**config.mk**
```make
export PLATFORM = sky130hd
export DESIGN_NAME = ps2_keyboard_decoder
export DESIGN_NICKNAME = d
export VERILOG_FILES = /design/src/rtl/ps2_keyboard_decoder.sv
export SDC_FILE = /design/constraint.sdc
export NUM_CORES = 1
export LEC_CHECK = 0
export ABC_AREA = 0
export CAP_MARGIN = 20
export CELL_PAD_IN_SITES_DETAIL_PLACEMENT = 1
export CELL_PAD_IN_SITES_GLOBAL_PLACEMENT = 2
export CORE_MARGIN = 2
export CORE_UTILIZATION = 41
export DETAILED_ROUTE_END_ITERATION = 10
export PLACE_DENSITY_LB_ADDON = 0.1
export SLEW_MARGIN = 10
export SYNTH_ARGS = -nofsm -noshare
export SYNTH_HDL_FRONTEND = slang
export SYNTH_SLANG_ARGS = --single-unit
```
**constraint.sdc**
```tcl
create_clock -name clk -period 5.3 [get_ports clk]
set_input_delay 1.06 -clock clk [delete_from_list [all_inputs] [get_ports clk]]
set_output_delay 1.06 -clock clk [all_outputs]
set_load 0.1 [all_outputs]
```
**src/rtl/ps2_keyboard_decoder.sv**
```systemverilog
// PS/2 Set-2 keyboard receiver: synchronizes and filters the PS/2 pins, frames 11-bit bytes,
// tracks E0/F0 prefixes and shift state, and presents the last make code with its ASCII value.
module ps2_keyboard_decoder #(
    parameter int FILTER_LEN     = 8,
    parameter int TIMEOUT_CYCLES = 25000
) (
    input  logic       clk,
    input  logic       reset_n,
    input  logic       ps2_clk_async,
    input  logic       ps2_data_async,
    output logic [7:0] scan_code,
    output logic [7:0] ascii_code,
    output logic       key_pressed,
    output logic       key_released
);
    localparam int FW = $clog2(FILTER_LEN + 1);
    localparam int TW = $clog2(TIMEOUT_CYCLES + 1);

    logic [1:0]    clk_sync;
    logic [1:0]    data_sync;
    logic          clk_filt;
    logic [FW-1:0] filt_cnt;
    logic          fall;
    logic          fall_bit;
    logic [10:0]   shreg;
    logic [3:0]    bit_cnt;
    logic [TW-1:0] to_cnt;
    logic          frame_done;
    logic          ext_flag;
    logic          brk_flag;
    logic          lshift;
    logic          rshift;
    logic [7:0]    frame_byte;
    logic          frame_ok;

    function automatic logic [7:0] map_ascii(input logic [7:0] code, input logic ext,
                                             input logic shift);
        logic [7:0] letter;
        logic [7:0] other;
        letter = 8'h00;
        other  = 8'h00;
        case (code)
            8'h1C: letter = 8'h61;  8'h32: letter = 8'h62;  8'h21: letter = 8'h63;
            8'h23: letter = 8'h64;  8'h24: letter = 8'h65;  8'h2B: letter = 8'h66;
            8'h34: letter = 8'h67;  8'h33: letter = 8'h68;  8'h43: letter = 8'h69;
            8'h3B: letter = 8'h6A;  8'h42: letter = 8'h6B;  8'h4B: letter = 8'h6C;
            8'h3A: letter = 8'h6D;  8'h31: letter = 8'h6E;  8'h44: letter = 8'h6F;
            8'h4D: letter = 8'h70;  8'h15: letter = 8'h71;  8'h2D: letter = 8'h72;
            8'h1B: letter = 8'h73;  8'h2C: letter = 8'h74;  8'h3C: letter = 8'h75;
            8'h2A: letter = 8'h76;  8'h1D: letter = 8'h77;  8'h22: letter = 8'h78;
            8'h35: letter = 8'h79;  8'h1A: letter = 8'h7A;
            8'h45: other = 8'h30;   8'h16: other = 8'h31;   8'h1E: other = 8'h32;
            8'h26: other = 8'h33;   8'h25: other = 8'h34;   8'h2E: other = 8'h35;
            8'h36: other = 8'h36;   8'h3D: other = 8'h37;   8'h3E: other = 8'h38;
            8'h46: other = 8'h39;
            8'h29: other = 8'h20;   8'h5A: other = 8'h0D;   8'h66: other = 8'h08;
            8'h0D: other = 8'h09;   8'h76: other = 8'h1B;
            default: ;
        endcase
        if (ext)
            return 8'h00;
        if (letter != 8'h00)
            return shift ? (letter - 8'h20) : letter;
        return other;
    endfunction

    // Pins idle high, so the synchronizers and filter come out of reset at 1.
    always_ff @(posedge clk or negedge reset_n) begin
        if (!reset_n) begin
            clk_sync  <= 2'b11;
            data_sync <= 2'b11;
        end else begin
            clk_sync  <= {clk_sync[0], ps2_clk_async};
            data_sync <= {data_sync[0], ps2_data_async};
        end
    end

    always_ff @(posedge clk or negedge reset_n) begin
        if (!reset_n) begin
            clk_filt <= 1'b1;
            filt_cnt <= '0;
            fall     <= 1'b0;
            fall_bit <= 1'b1;
        end else begin
            fall <= 1'b0;
            if (clk_sync[1] == clk_filt) begin
                filt_cnt <= '0;
            end else if (filt_cnt == FW'(FILTER_LEN - 1)) begin
                clk_filt <= clk_sync[1];
                filt_cnt <= '0;
                fall     <= clk_filt;
                fall_bit <= data_sync[1];
            end else begin
                filt_cnt <= filt_cnt + 1'b1;
            end
        end
    end

    // Frame shifter; bits arrive LSB first so the start bit ends up in shreg[0].
    always_ff @(posedge clk or negedge reset_n) begin
        if (!reset_n) begin
            shreg      <= '0;
            bit_cnt    <= '0;
            to_cnt     <= '0;
            frame_done <= 1'b0;
        end else begin
            frame_done <= 1'b0;
            if (fall) begin
                shreg  <= {fall_bit, shreg[10:1]};
                to_cnt <= '0;
                if (bit_cnt == 4'd10) begin
                    bit_cnt    <= '0;
                    frame_done <= 1'b1;
                end else begin
                    bit_cnt <= bit_cnt + 1'b1;
                end
            end else if (bit_cnt != 4'd0) begin
                if (to_cnt == TW'(TIMEOUT_CYCLES - 1)) begin
                    bit_cnt <= '0;
                    to_cnt  <= '0;
                end else begin
                    to_cnt <= to_cnt + 1'b1;
                end
            end
        end
    end

    assign frame_byte = shreg[8:1];
    assign frame_ok   = !shreg[0] && shreg[10] && (^shreg[9:1]);

    always_ff @(posedge clk or negedge reset_n) begin
        if (!reset_n) begin
            scan_code    <= '0;
            ascii_code   <= '0;
            key_pressed  <= 1'b0;
            key_released <= 1'b0;
            ext_flag     <= 1'b0;
            brk_flag     <= 1'b0;
            lshift       <= 1'b0;
            rshift       <= 1'b0;
        end else begin
            key_released <= 1'b0;
            if (frame_done && frame_ok) begin
                if (frame_byte == 8'hE0) begin
                    ext_flag <= 1'b1;
                end else if (frame_byte == 8'hF0) begin
                    brk_flag <= 1'b1;
                end else begin
                    ext_flag <= 1'b0;
                    brk_flag <= 1'b0;
                    if (!ext_flag && frame_byte == 8'h12) begin
                        lshift <= !brk_flag;
                    end else if (!ext_flag && frame_byte == 8'h59) begin
                        rshift <= !brk_flag;
                    end else if (!brk_flag) begin
                        scan_code   <= frame_byte;
                        ascii_code  <= map_ascii(frame_byte, ext_flag, lshift | rshift);
                        key_pressed <= 1'b1;
                    end else begin
                        key_released <= 1'b1;
                        if (frame_byte == scan_code)
                            key_pressed <= 1'b0;
                    end
                end
            end
        end
    end
endmodule

```
## Word-level counts from Yosys, hierarchy flattened

Cells that the tools add are included.

- $add $sub $neg: 4
- Equal/unequal tests: 52
- Mux-type cells: 52
- Bitwise operators: 7
- Reductions and logical operators: 21

Operator list:

| operator | count |
|---|---|
| equality test 8 x 6 -> 1 bit (second input constant) | 23 |
| one-hot mux 7 bit (26 select lines) | 1 |
| one-hot mux 6 bit (15 select lines) | 1 |
| equality test 8 x 7 -> 1 bit (second input constant) | 11 |
| 2-to-1 mux 8 bit | 11 |
| equality test 8 x 5 -> 1 bit (second input constant) | 8 |
| 2-to-1 mux 15 bit | 3 |
| 2-to-1 mux 1 bit | 30 |
| 2-to-1 mux 4 bit | 6 |
| equality test 8 bit (second input constant) | 2 |
| adder 15 x 1 -> 15 bit (second input constant) | 1 |
| equality test 15 bit (second input constant) | 1 |
| AND reduction 6 bit | 2 |
| parity 9 bit | 1 |
| adder 4 x 1 -> 4 bit (second input constant) | 2 |
| equality test 8 x 4 -> 1 bit (second input constant) | 1 |
| equality test 8 bit | 1 |
| AND reduction 2 bit | 4 |
| nonzero test 8 bit | 1 |
| subtractor 8 x 6 -> 8 bit (second input constant) | 1 |
| NOT 1 bit | 6 |
| logical AND 1 bit | 5 |
| AND reduction 5 bit | 1 |
| equality test 4 x 3 -> 1 bit (second input constant) | 1 |
| other kinds (9) | 12 |

- Bits in registers: 64
- Bits of input ports: 4
- Output and inout port bits: 18
- Word-level logic and storage cells: 154

## Longest topological paths before layout

Gate-level depths: netlist of run 1.

- Depth after elaboration: 19
- Depth in mapped cells: 11
- Depth with buffers taken out: 10

## Worst setup path before layout of run 1

OpenSTA, ideal clock, no wires.

- Path type: reg-to-reg
- Start: reg shreg[1]
- End: reg ascii_code[6]
- Library setup time: 0.069 ns
- Data arrival time: 2.476 ns
- Data required time: 5.231 ns
- Slack: 2.756 ns
- Stages on the path, launching flop included: 10
- Buffers on the path: 1
- Period minus slack after synthesis: 2.544 ns
- Cell sequence: dfrtp_1 inv_1 ha_1 xnor3_1 xnor2_2 nand4b_4 or4_4 buf_6 nor3b_2 a22o_1

- Longest elaborated chain between the ends: 19
- Elaborated cells between the ends (all ways): 61
- Classes of those cells: add/sub: 1; eq/ne: 30; mux: 19; bitwise: 4; reduce/logical: 7

Ends and longest elaborated chain:

| element | line | source |
|---|---|---|
| start, declared | 25 | `logic [10:0] shreg;` |
| start signal, assigned | 109 | `shreg <= {fall_bit, shreg[10:1]};` |
| equality test 8 x 5 -> 1 bit (tied with other cells) | 42 | `case (code)` |
| one-hot mux 7 bit (26 select lines) | 42 |  |
| 2-to-1 mux 8 bit | 155 | `end else if (!brk_flag) begin` |
| 2-to-1 mux 8 bit | 153 | `end else if (!ext_flag && frame_byte == 8'h59) begin` |
| 2-to-1 mux 8 bit | 151 | `if (!ext_flag && frame_byte == 8'h12) begin` |
| 2-to-1 mux 8 bit | 146 | `end else if (frame_byte == 8'hF0) begin` |
| 2-to-1 mux 8 bit | 144 | `if (frame_byte == 8'hE0) begin` |
| 2-to-1 mux 8 bit | 143 | `if (frame_done && frame_ok) begin` |
| [... 3 more ...] | - |  |
| 2-to-1 mux 1 bit | 155 |  |
| 2-to-1 mux 1 bit | 153 |  |
| 2-to-1 mux 1 bit | 151 |  |
| 2-to-1 mux 1 bit | 146 |  |
| 2-to-1 mux 1 bit | 144 |  |
| 2-to-1 mux 1 bit | 143 |  |
| 2-to-1 mux 8 bit | 64 | `return other;` |
| 2-to-1 mux 8 bit | 62 | `if (letter != 8'h00)` |
| end signal, assigned | 157 | `ascii_code <= map_ascii(frame_byte, ext_flag, lshift \| rshift);` |
| end, declared | 12 | `output logic [7:0] ascii_code,` |

Several ways; a longest one is shown, not always the timed one. The select of a mux whose other input is x is not followed.
A chain may end at the register's enable or synchronous reset.

## Worst setup path in the final report of run 1

- Start: reg shreg[5]
- End: reg ascii_code[0]

The elaborated chain is that of the path after synthesis.

==> results of run 1 <==
area by class of cell:
class	instances	area share
clock buffers	9	0.02921
clock inverters	7	0.02951
inverters	16	0.01416
multi-input cells	302	0.4630
flip-flops and latches	64	0.3795
well taps	108	0.03187
repair buffers	24	0.05282
worst max-delay path: stages (launching register included):
cell and delay, ns:
sky130_fd_sc_hd__dfrtp_1 0.42, sky130_fd_sc_hd__inv_1 0.12, sky130_fd_sc_hd__ha_1 0.46, sky130_fd_sc_hd__o2111ai_1 0.29, sky130_fd_sc_hd__o221ai_1 0.17, sky130_fd_sc_hd__nor3_1 0.41, sky130_fd_sc_hd__nand4_1 0.35, sky130_fd_sc_hd__a2111o_1 0.43
sky130_fd_sc_hd__a32o_1 0.24
per-stage QoR:
step                power (µW)  hold WS, ns  instance area, µm²
global route              1154       0.3683                4240
detailed placement       585.6       0.3475                3980
floorplan                562.6       0.3452                3727
CTS                       1123       0.3603                4229
global placement         581.5       0.3459                3980
finish                    1102       0.3593                4240
logic make-up (layout without fill, tap and decap cells):
logic type / count (synthesis) / in the layout
AOI/OAI and AO/OA: 99 / 99
and+or+nand+nor: 152 / 152
adders and majority gates: 22 / 22
xor gates and xnor gates: 22 / 22
DFF: 64 / 64
muxes: 7 / 7
buffers and inverters: 39 / 56
power groups by stage:
stage | Clock, µW | Combinational (µW) | Sequential [µW]
2_1_floorplan | 0 | 30.6 | 532
3_3_place_gp | 0 | 46.8 | 535
3_5_place_dp | 0 | 49.9 | 536
4_1_cts | 547 | 49.7 | 527
5_1_grt | 567 | 57.0 | 530
6_report | 527 | 47.9 | 527
worst max path at each step:
stage | end | depth (start not counted) | from | slack [ns]
3_5_place_dp | ascii_code[0]$_DFFE_PN0P_ | 8 | shreg[5]$_DFFE_PN0P_ | 2.32
6_report | ascii_code[0]$_DFFE_PN0P_ | 8 | shreg[5]$_DFFE_PN0P_ | 2.29
5_1_grt | ascii_code[5]$_DFFE_PN0P_ | 10 | shreg[5]$_DFFE_PN0P_ | 1.99
3_3_place_gp | ascii_code[0]$_DFFE_PN0P_ | 8 | shreg[5]$_DFFE_PN0P_ | 2.43
4_1_cts | scan_code[4] | 1 | scan_code[4]$_DFFE_PN0P_ | 2.30
2_1_floorplan | ascii_code[6]$_DFFE_PN0P_ | 9 | shreg[1]$_DFFE_PN0P_ | 2.76
placed cells by master (no fill, tap or decap), types with 3 or more instances in the layout:
master	n
sky130_fd_sc_hd__o31ai_1	3
sky130_fd_sc_hd__xnor2_1	3
sky130_fd_sc_hd__dfstp_2	6
sky130_fd_sc_hd__a22oi_1	6
sky130_fd_sc_hd__or3_1	5
sky130_fd_sc_hd__a22o_1	6
sky130_fd_sc_hd__mux2_2	6
sky130_fd_sc_hd__and3_1	4
sky130_fd_sc_hd__a21oi_1	13
sky130_fd_sc_hd__nand2_1	66
sky130_fd_sc_hd__a32o_1	3
sky130_fd_sc_hd__nor4_1	3
sky130_fd_sc_hd__o21ai_0	36
sky130_fd_sc_hd__nor2_1	26
sky130_fd_sc_hd__inv_6	3
sky130_fd_sc_hd__nand3_1	14
sky130_fd_sc_hd__xor2_1	17
sky130_fd_sc_hd__clkbuf_8	9
sky130_fd_sc_hd__nor3b_1	3
sky130_fd_sc_hd__bufinv_16	3
sky130_fd_sc_hd__inv_1	16
sky130_fd_sc_hd__o2111ai_1	4
sky130_fd_sc_hd__dfrtp_1	58
sky130_fd_sc_hd__nor3_1	7
sky130_fd_sc_hd__o22ai_1	6
sky130_fd_sc_hd__nand4_1	7
sky130_fd_sc_hd__clkdlybuf4s50_1	20
sky130_fd_sc_hd__a31oi_1	3
sky130_fd_sc_hd__ha_1	22
metal layers:
| layer | GRT usage | vias up |
|---|---|---|
| met5 | 0 | - |
| met4 | 0.06006 | 0 |
| met3 | 0.03865 | 8 |
| met2 | 0.3602 | 38 |
| met1 | 0.2647 | 1519 |
| li1 | - | 1466 |
sequential cells by signal, summed over array words and instances (netlist names):
register      count
rshift            1
frame_done        1
scan_code         8
to_cnt           15
ext_flag          1
clk_filt          1
shreg            11
clk_sync          2
filt_cnt          4
data_sync         2
ascii_code        8
brk_flag          1
lshift            1
bit_cnt           4
fall              1
key_released      1
fall_bit          1
key_pressed       1
==> flow_summary.ini, run 1 <==
[status]
run_status = finished, final reports clean

[power]
swShare = 0.2272
intPower_uw = 851.5
share_seq_of_total_power = 0.478
worst_ir_drop_vdd_mv = 0.1311
pwr-share-clk = 0.479
combPwrFrac = 0.043
power.static_leakage_uw = 0.001904
cellPowerDensity_nw_per_um2 = 259.9
power.net_switching_uw = 250.4

[logic_synthesis]
register_area_share_after_synthesis = 0.4317
synth_simple_gate_area_share = 0.2004
ys_top_cells_by_count = sky130_fd_sc_hd__nand2_1, sky130_fd_sc_hd__dfrtp_1, sky130_fd_sc_hd__o21ai_0, sky130_fd_sc_hd__nor2_1, sky130_fd_sc_hd__ha_1
synth_compound_area_frac = 0.1742
most_common_flop_cell_mapped_by_yosys = sky130_fd_sc_hd__dfrtp_1
avgSynthCellArea_um2 = 9.203
most_area_hungry_cell_type_in_the_yosys_netlist = sky130_fd_sc_hd__dfrtp_1
post_synth_mux_area_share = 0.02081
synth_area_um2 = 3727
synth_cell_type_count = 57
yosysMostFrequentCell = sky130_fd_sc_hd__nand2_1
synth-warning-count = 0
synth_area_in_adders = 0.07385
yosys.area.top_type_share = 0.3894
number_of_register_bits_inferred_by_synthesis = 64
synth-edff-count = 0
synthCells = 405
synth_xor_area_frac = 0.05740
synth_top_family_by_area = simple AND/OR/NAND/NOR gates
synth.top_cells.by_area = sky130_fd_sc_hd__dfrtp_1, sky130_fd_sc_hd__ha_1, sky130_fd_sc_hd__nand2_1
synth_async_sr_flop_share = 1.000
mappedNetlistNets = 431

[drt]
postRouteAntennaNets = 0
initialDrtViolationCount = 115
drt_pre_antenna_iters = 4
wl_per_cell_um = 17.45
routed-via-count = 3031
routed_wirelength_um = 9249
vias_per_cell = 5.719
detailroute.wirelength.met3_um = 194
highest-signal-layer = met4
number_of_design_rule_violations_left_after_detail_routing = 0
met2_length_um = 4687
detail_route.wirelength.met1_um = 4252

[worst_setup_path]
cp_max_fo = 22
endpoint_arrival_time_on_the_critical_path_ns = 3.23
timing.critical_path.from_type = flip-flop
timing.rr.end = ascii_code[0]$_DFFE_PN0P_
worst_setup_path_end_kind = flip-flop
critical_path.reg2reg.startpoint = shreg[5]$_DFFE_PN0P_
setup.worst_path.class = flip-flop to flip-flop
required_ns = 5.52
r2r.worst_path.cells = 8
setup.reg_to_reg.worst_slack_ns = 2.29

[timing]
clock.fmax_mhz = 332.4
finalSetupViolations = 0
final_hold_viol_count = 0
grt_setup_unrepaired = no
finalCriticalPeriod_ns = 3.009
slew_headroom = 0.3351
final.setup_skew_ns = 0.01564
maxSlewViolCount = 0
setup_ws_ns = 2.291
tns_ns = 0
worst_slew_pin_slew_ns = 0.9942
finalCritPeriodShare = 0.5677

[job]
cap_violations = 0

[floorplan]
fp.dieW_um = 99.35
dieHeight_um = 99.35
floorplan.initialDensity = 0.4253
core_box_area_um2 = 8763
floorplan.die_area_um2 = 9869
rows = 34
io_pins = 22

[clock_network]
clock_tree_from_tritoncts = built
cts_root_buffer = sky130_fd_sc_hd__clkbuf_8
h_tree_depth = 3
postCtsResizedCells = 0
clkLatencyLatePin_ns = 0.34
cts_inserted_buffers = 9
cts_setup_buffers = 0
clkTransAtPathRegs_ns = 0.08
cts_hold_repair.buffers = 0
clkSinkCount = 64
maximum_count_of_clock_buffers_along_a_single_path = 2

[global_routing]
grt_antenna_before_repair = 0
globalRouteOverflowTotal = 0
grt_first_pass_wirelength_um = 16260
grt_max_degree = 65
grt_pass1_vias = 3225
grt_usage = 0.2076

[cells_and_area]
fin_nets = 443
final-instance-count-excl-fill = 530
final_core_util = 0.4839
drive_gt1_frac = 0.09479
multi_input_comb_area_um2 = 1963
syn_to_final_growth_pct = 13.76
fillerInstances = 1000
sequential_cell_area_um2 = 1609
diodes = 0

[placement]
place_congestion = 0.8008
dpl_worst_slack_ns = 2.324
port_buf_inserts = 21
dpl.cell_count = 512
dp_hpwl_um = 6380

[min_path]
hold_path_startpoint = data_sync[0]$_DFF_PN1_
hold-path-endpoint = data_sync[1]$_DFF_PN1_
hold_path_class = flip-flop to flip-flop
worst_hold_path.num_cells = 0
(Power assumes the default switching activity.)
==> inputs of run 2 (changes only) <==
CORE_UTILIZATION = 34   (was 41)
clock period = 2.75 ns   (was 5.3 ns; I/O delays follow)
==> flow_summary.ini, run 2 (same netlist as run 1, synthesis figures left out) <==
[status]
run_status = finished, final reports clean

[floorplan]
fp.dieW_um = 108.7
core_box_area_um2 = 10750
floorplan.initialDensity = 0.3469
rows = 38
dieHeight_um = 108.7
floorplan.die_area_um2 = 11820
io_pins = 22

[power]
power.static_leakage_uw = 0.002093
cellPowerDensity_nw_per_um2 = 436.6
worst_ir_drop_vdd_mv = 0.3382

[cells_and_area]
layout.cells.most_common = sky130_fd_sc_hd__nand2_1
syn_to_final_growth_pct = 20.24
fin_nets = 475
number_of_flip_flops_in_the_largest_register = 15
layout_top_registers = to_cnt (15), shreg (11)
drive_gt1_frac = 0.2009
top_register = to_cnt
layout_common_cells = sky130_fd_sc_hd__nand2_1, sky130_fd_sc_hd__dfrtp_1, sky130_fd_sc_hd__buf_4
diodes = 0

[drt]
initialDrtViolationCount = 131
vias_per_cell = 5.277
number_of_design_rule_violations_left_after_detail_routing = 0
postRouteAntennaNets = 0
routed-via-count = 3129
drt_pre_antenna_iters = 4
routed_wirelength_um = 10130
wl_per_cell_um = 17.08

[clock_network]
cts_root_buffer = sky130_fd_sc_hd__clkbuf_8
clock_tree_from_tritoncts = built
h_tree_depth = 3
cts_inserted_buffers = 9
clkTransAtPathRegs_ns = 0.07
clkSinkCount = 64
cts_hold_repair.buffers = 0
maximum_count_of_clock_buffers_along_a_single_path = 2
clkLatencyLatePin_ns = 0.35

[worst_setup_path]
crit_slowest_cell = sky130_fd_sc_hd__or4_4
critPathMaxStageDelay_ns = 0.57
cp_max_fo = 15
required_ns = 3.03
crit_chain = inv_1 > ha_1 > xnor3_1 > xnor2_2 > nand4b_4 > or4_4 > nor3b_2 > a22o_1
endpoint_arrival_time_on_the_critical_path_ns = 2.82
setup.worst_path.class = flip-flop to flip-flop
timing.critical_path.from_type = flip-flop
worst_setup_path_end_kind = flip-flop

[placement]
dpl_worst_slack_ns = 0.02389
dp_hpwl_um = 7367
port_buf_inserts = 21
place_congestion = 0.8086

[timing]
slew_headroom = 0.6321
finalCritPeriodShare = 0.9223
final_hold_viol_count = 0
worst_slew_pin_slew_ns = 0.5476
finalCriticalPeriod_ns = 2.536
final.hold.worst_slack_ns = 0.1851
final.setup_skew_ns = 0.01279
maxSlewViolCount = 0
setup_ws_ns = 0.2136
clock.fmax_mhz = 394.3
finalSetupViolations = 0

[min_path]
hold_path_class = primary input to asynchronous set/reset pin

[global_routing]
globalRouteOverflowTotal = 0
grt_usage = 0.1827
grt_first_pass_wirelength_um = 16500
grt_antenna_before_repair = 0
grt_pass1_vias = 3180
grt_max_degree = 45

[job]
cap_violations = 0
run 2: changes by cell type in the layout (fill, tap and decap cells not counted):
cell,delta
sky130_fd_sc_hd__buf_12,+3
sky130_fd_sc_hd__buf_4,+47
sky130_fd_sc_hd__bufinv_16,-2
sky130_fd_sc_hd__clkbuf_8,+3
sky130_fd_sc_hd__clkdlybuf4s50_1,-18
sky130_fd_sc_hd__clkinv_4,-1
sky130_fd_sc_hd__clkinvlp_4,+1
sky130_fd_sc_hd__dfrtp_1,-1
sky130_fd_sc_hd__dfrtp_2,+1
sky130_fd_sc_hd__ha_1,-1
sky130_fd_sc_hd__ha_2,+1
sky130_fd_sc_hd__inv_6,-3
sky130_fd_sc_hd__or4_4,+1
run 2: worst paths after layout:
kind | startpoint | to | slack [ns] | cells past startpoint
max reg2reg | shreg[1]$_DFFE_PN0P_ | ascii_code[6]$_DFFE_PN0P_ | 0.21 | 8
min | reset_n | scan_code[0]$_DFFE_PN0P_ | 0.19 | 1
max in group asynchronous | reset_n | data_sync[0]$_DFF_PN1_ | 1.88 | 2
min in group clk | data_sync[0]$_DFF_PN1_ | data_sync[1]$_DFF_PN1_ | 0.36 | 0
min reg2reg | data_sync[0]$_DFF_PN1_ | data_sync[1]$_DFF_PN1_ | 0.36 | 0
max | shreg[1]$_DFFE_PN0P_ | ascii_code[6]$_DFFE_PN0P_ | 0.21 | 8
run 2: report_power, final:
group	internal [µW]	switching, µW
logic	43.7	51.8
clock network	489	358
registers	987	27.0
run 2: repair_timing:
action | 4_1_cts | 5_1_grt
resized for setup | 0 | 3
endpoints found under the hold margin | 0 | 0
buffers inserted | 0 | 1
endpoints found under the setup margin | 0 | 11
run 2: layout make-up:
| cell class | instances | area, µm² |
|---|---|---|
| Inverter | 16 | 60.06 |
| Sequential cell | 64 | 1610 |
| Multi-Input combinational cell | 303 | 1977 |
| Tap cell | 140 | 175.2 |
| Timing Repair Buffer | 55 | 452.9 |
| Clock inverter | 2 | 37.54 |
| Clock buffer | 13 | 168.9 |
| Fill cell | 1277 | 6264 |
run 2: worst max-delay path, delay by kind of cell, from the launching register on:
| family | cells | cell delay [ns] |
|---|---|---|
| flops | 1 | 0.40 |
| compound gates | 1 | 0.15 |
| simple gates | 3 | 0.94 |
| buf+inv | 1 | 0.09 |
| fa+ha+maj | 1 | 0.28 |
| xor+xnor | 2 | 0.63 |
run 2: metrics by stage:
step           std cells  total power [µW]  utilization  instance area (µm²)   TNS [ns]
6_report             593              1957       0.4171                 4482          0
5_1_grt              593              2056       0.4171                 4482  -0.001784
4_1_cts              591              2001       0.4150                 4459          0
3_5_place_dp         576              1132       0.3958                 4253          0
3_3_place_gp         576              1127       0.3958                 4253          0
2_1_floorplan        405              1084            -                 3727          0
run 2: per-layer routing:
| layer | GRT usage | wire (µm) |
|---|---|---|
| met1 | 0.2390 | 4779 |
| met2 | 0.2996 | 4842 |
| met3 | 0.03586 | 310 |
| met4 | 0.06777 | 197 |
| met5 | 0 | 0 |
==> inputs of run 3 (changes only) <==
CORE_UTILIZATION = 38   (was 34)
CTS_CLUSTER_SIZE = 20   (was unset)
clock period = 2.38 ns   (was 2.75 ns; I/O delays follow)
==> flow_summary.ini, run 3 (same netlist as run 1, synthesis figures left out) <==
[cells_and_area]
top_register = to_cnt
layout_top_registers = to_cnt (15), shreg (11)
final-instance-count-excl-fill = 619
diodes = 0
syn_to_final_growth_pct = 29.67
layout.cells.most_common = sky130_fd_sc_hd__buf_4
layout_common_cells = sky130_fd_sc_hd__buf_4, sky130_fd_sc_hd__nand2_1, sky130_fd_sc_hd__dfrtp_1
final_core_util = 0.5014
number_of_flip_flops_in_the_largest_register = 15
fin_nets = 507
drive_gt1_frac = 0.3169

[global_routing]
grt_pass1_vias = 3475
grt_usage = 0.2163
grt_antenna_before_repair = 0
grt_first_pass_wirelength_um = 17580
globalRouteOverflowTotal = 0
grt_max_degree = 61

[power]
total_power_uw = 2217
cellPowerDensity_nw_per_um2 = 458.7
worst_ir_drop_vdd_mv = 0.2987
power.static_leakage_uw = 0.002248

[status]
run_status = finished with violations
violations = setup timing

[drt]
wl_per_cell_um = 16.85
routed-via-count = 3269
number_of_design_rule_violations_left_after_detail_routing = 0
postRouteAntennaNets = 0
vias_per_cell = 5.281
drt_pre_antenna_iters = 6
routed_wirelength_um = 10430
initialDrtViolationCount = 113

[clock_network]
maximum_count_of_clock_buffers_along_a_single_path = 2
cts_inserted_buffers = 9
h_tree_depth = 3
clock_tree_from_tritoncts = built
clkLatencyLatePin_ns = 0.34
clkSinkCount = 64
cts_root_buffer = sky130_fd_sc_hd__clkbuf_8
clkTransAtPathRegs_ns = 0.07

[timing]
final_hold_viol_count = 0
maxSlewViolCount = 0
setup_ws_ns = -0.07268
finalCriticalPeriod_ns = 2.453
finalCritPeriodShare = 1.031
final.hold.worst_slack_ns = 0.3592
finalSetupViolations = 16
grt_setup_unrepaired = yes
worst_slew_pin_slew_ns = 0.4772
clock.fmax_mhz = 407.7
slew_headroom = 0.6794
final.setup_skew_ns = 0.008632

[worst_setup_path]
setup.worst_path.class = flip-flop to flip-flop
timing.critical_path.from_type = flip-flop
cp_max_fo = 7
worst_setup_path_end_kind = flip-flop
required_ns = 2.61
endpoint_arrival_time_on_the_critical_path_ns = 2.68

[placement]
place_congestion = 0.8689
port_buf_inserts = 21
dpl.cell_count = 597
dp_hpwl_um = 7535
dpl_worst_slack_ns = -0.1650

[floorplan]
core_box_area_um2 = 9639
rows = 36
fp.dieW_um = 103.0
floorplan.initialDensity = 0.3867
io_pins = 22
floorplan.die_area_um2 = 10620
dieHeight_um = 103.0

[job]
cap_violations = 0

[min_path]
hold_path_class = flip-flop to flip-flop
run 3: layout make-up:
class	instances	area, µm²
repair buffers	87	694.4
clock inverters	3	42.54
clock buffers	13	148.9
flip-flops and latches	64	1610
inverters	16	60.06
fillers	1137	4806
multi-input cells	303	2111
well taps	133	166.4
run 3: per-layer routing:
| metal | track usage | vias to the layer above | routed length [µm] |
|---|---|---|---|
| met4 | 0.06680 | 0 | 177 |
| met2 | 0.3676 | 35 | 5149 |
| met3 | 0.04542 | 17 | 209 |
| met5 | 0 | - | 0 |
| met1 | 0.2770 | 1618 | 4892 |
| li1 | - | 1599 | - |
run 3: final timing paths:
check | from | end | slack (ns) | cells after the start
min in group asynchronous | reset_n | ascii_code[5]$_DFFE_PN0P_ | 0.49 | 2
max in group asynchronous | reset_n | clk_filt$_DFFE_PN1P_ | 1.29 | 3
max reg2reg | shreg[2]$_DFFE_PN0P_ | ascii_code[7]$_DFFE_PN0P_ | -0.07 | 8
min reg2reg | data_sync[0]$_DFF_PN1_ | data_sync[1]$_DFF_PN1_ | 0.36 | 0
max | shreg[2]$_DFFE_PN0P_ | ascii_code[7]$_DFFE_PN0P_ | -0.07 | 8
min | data_sync[0]$_DFF_PN1_ | data_sync[1]$_DFF_PN1_ | 0.36 | 0
run 3: repair_timing:
item,CTS,global route
hold buffers,1,0
gates cloned,1,0
setup endpoints to repair,17,18
setup buffers,3,2
gates resized for setup,17,29
pin swaps,4,3
endpoints found under the hold margin,4,0
run 3: where the power goes:
group | leakage [µW] | internal, µW | total [µW] | switching [µW]
Clock | 0.0000936 | 512 | 935 | 423
Combinational | 0.00129 | 51.0 | 110 | 58.6
Sequential | 0.000869 | 1140 | 1170 | 31.9
Total | 0.00225 | 1700 | 2220 | 513
run 3: worst max-delay path: stages (launching register included):
cell and delay [ns]:
sky130_fd_sc_hd__dfrtp_1 0.37, sky130_fd_sc_hd__inv_2 0.06, sky130_fd_sc_hd__ha_4 0.26, sky130_fd_sc_hd__xnor3_1 0.42
sky130_fd_sc_hd__xnor2_2 0.21, sky130_fd_sc_hd__nand4b_4 0.14, sky130_fd_sc_hd__buf_6 0.14, sky130_fd_sc_hd__or4_4 0.47
sky130_fd_sc_hd__a22o_1 0.26
run 3: through the flow:
stage	setup TNS [ns]	cell area (µm²)
global placement	-0.4608	4454
detailed placement	-1.703	4454
CTS	-0.3759	4713
global route	-1.590	4833
finish	-0.5562	4833
floorplan	-1.476	3744
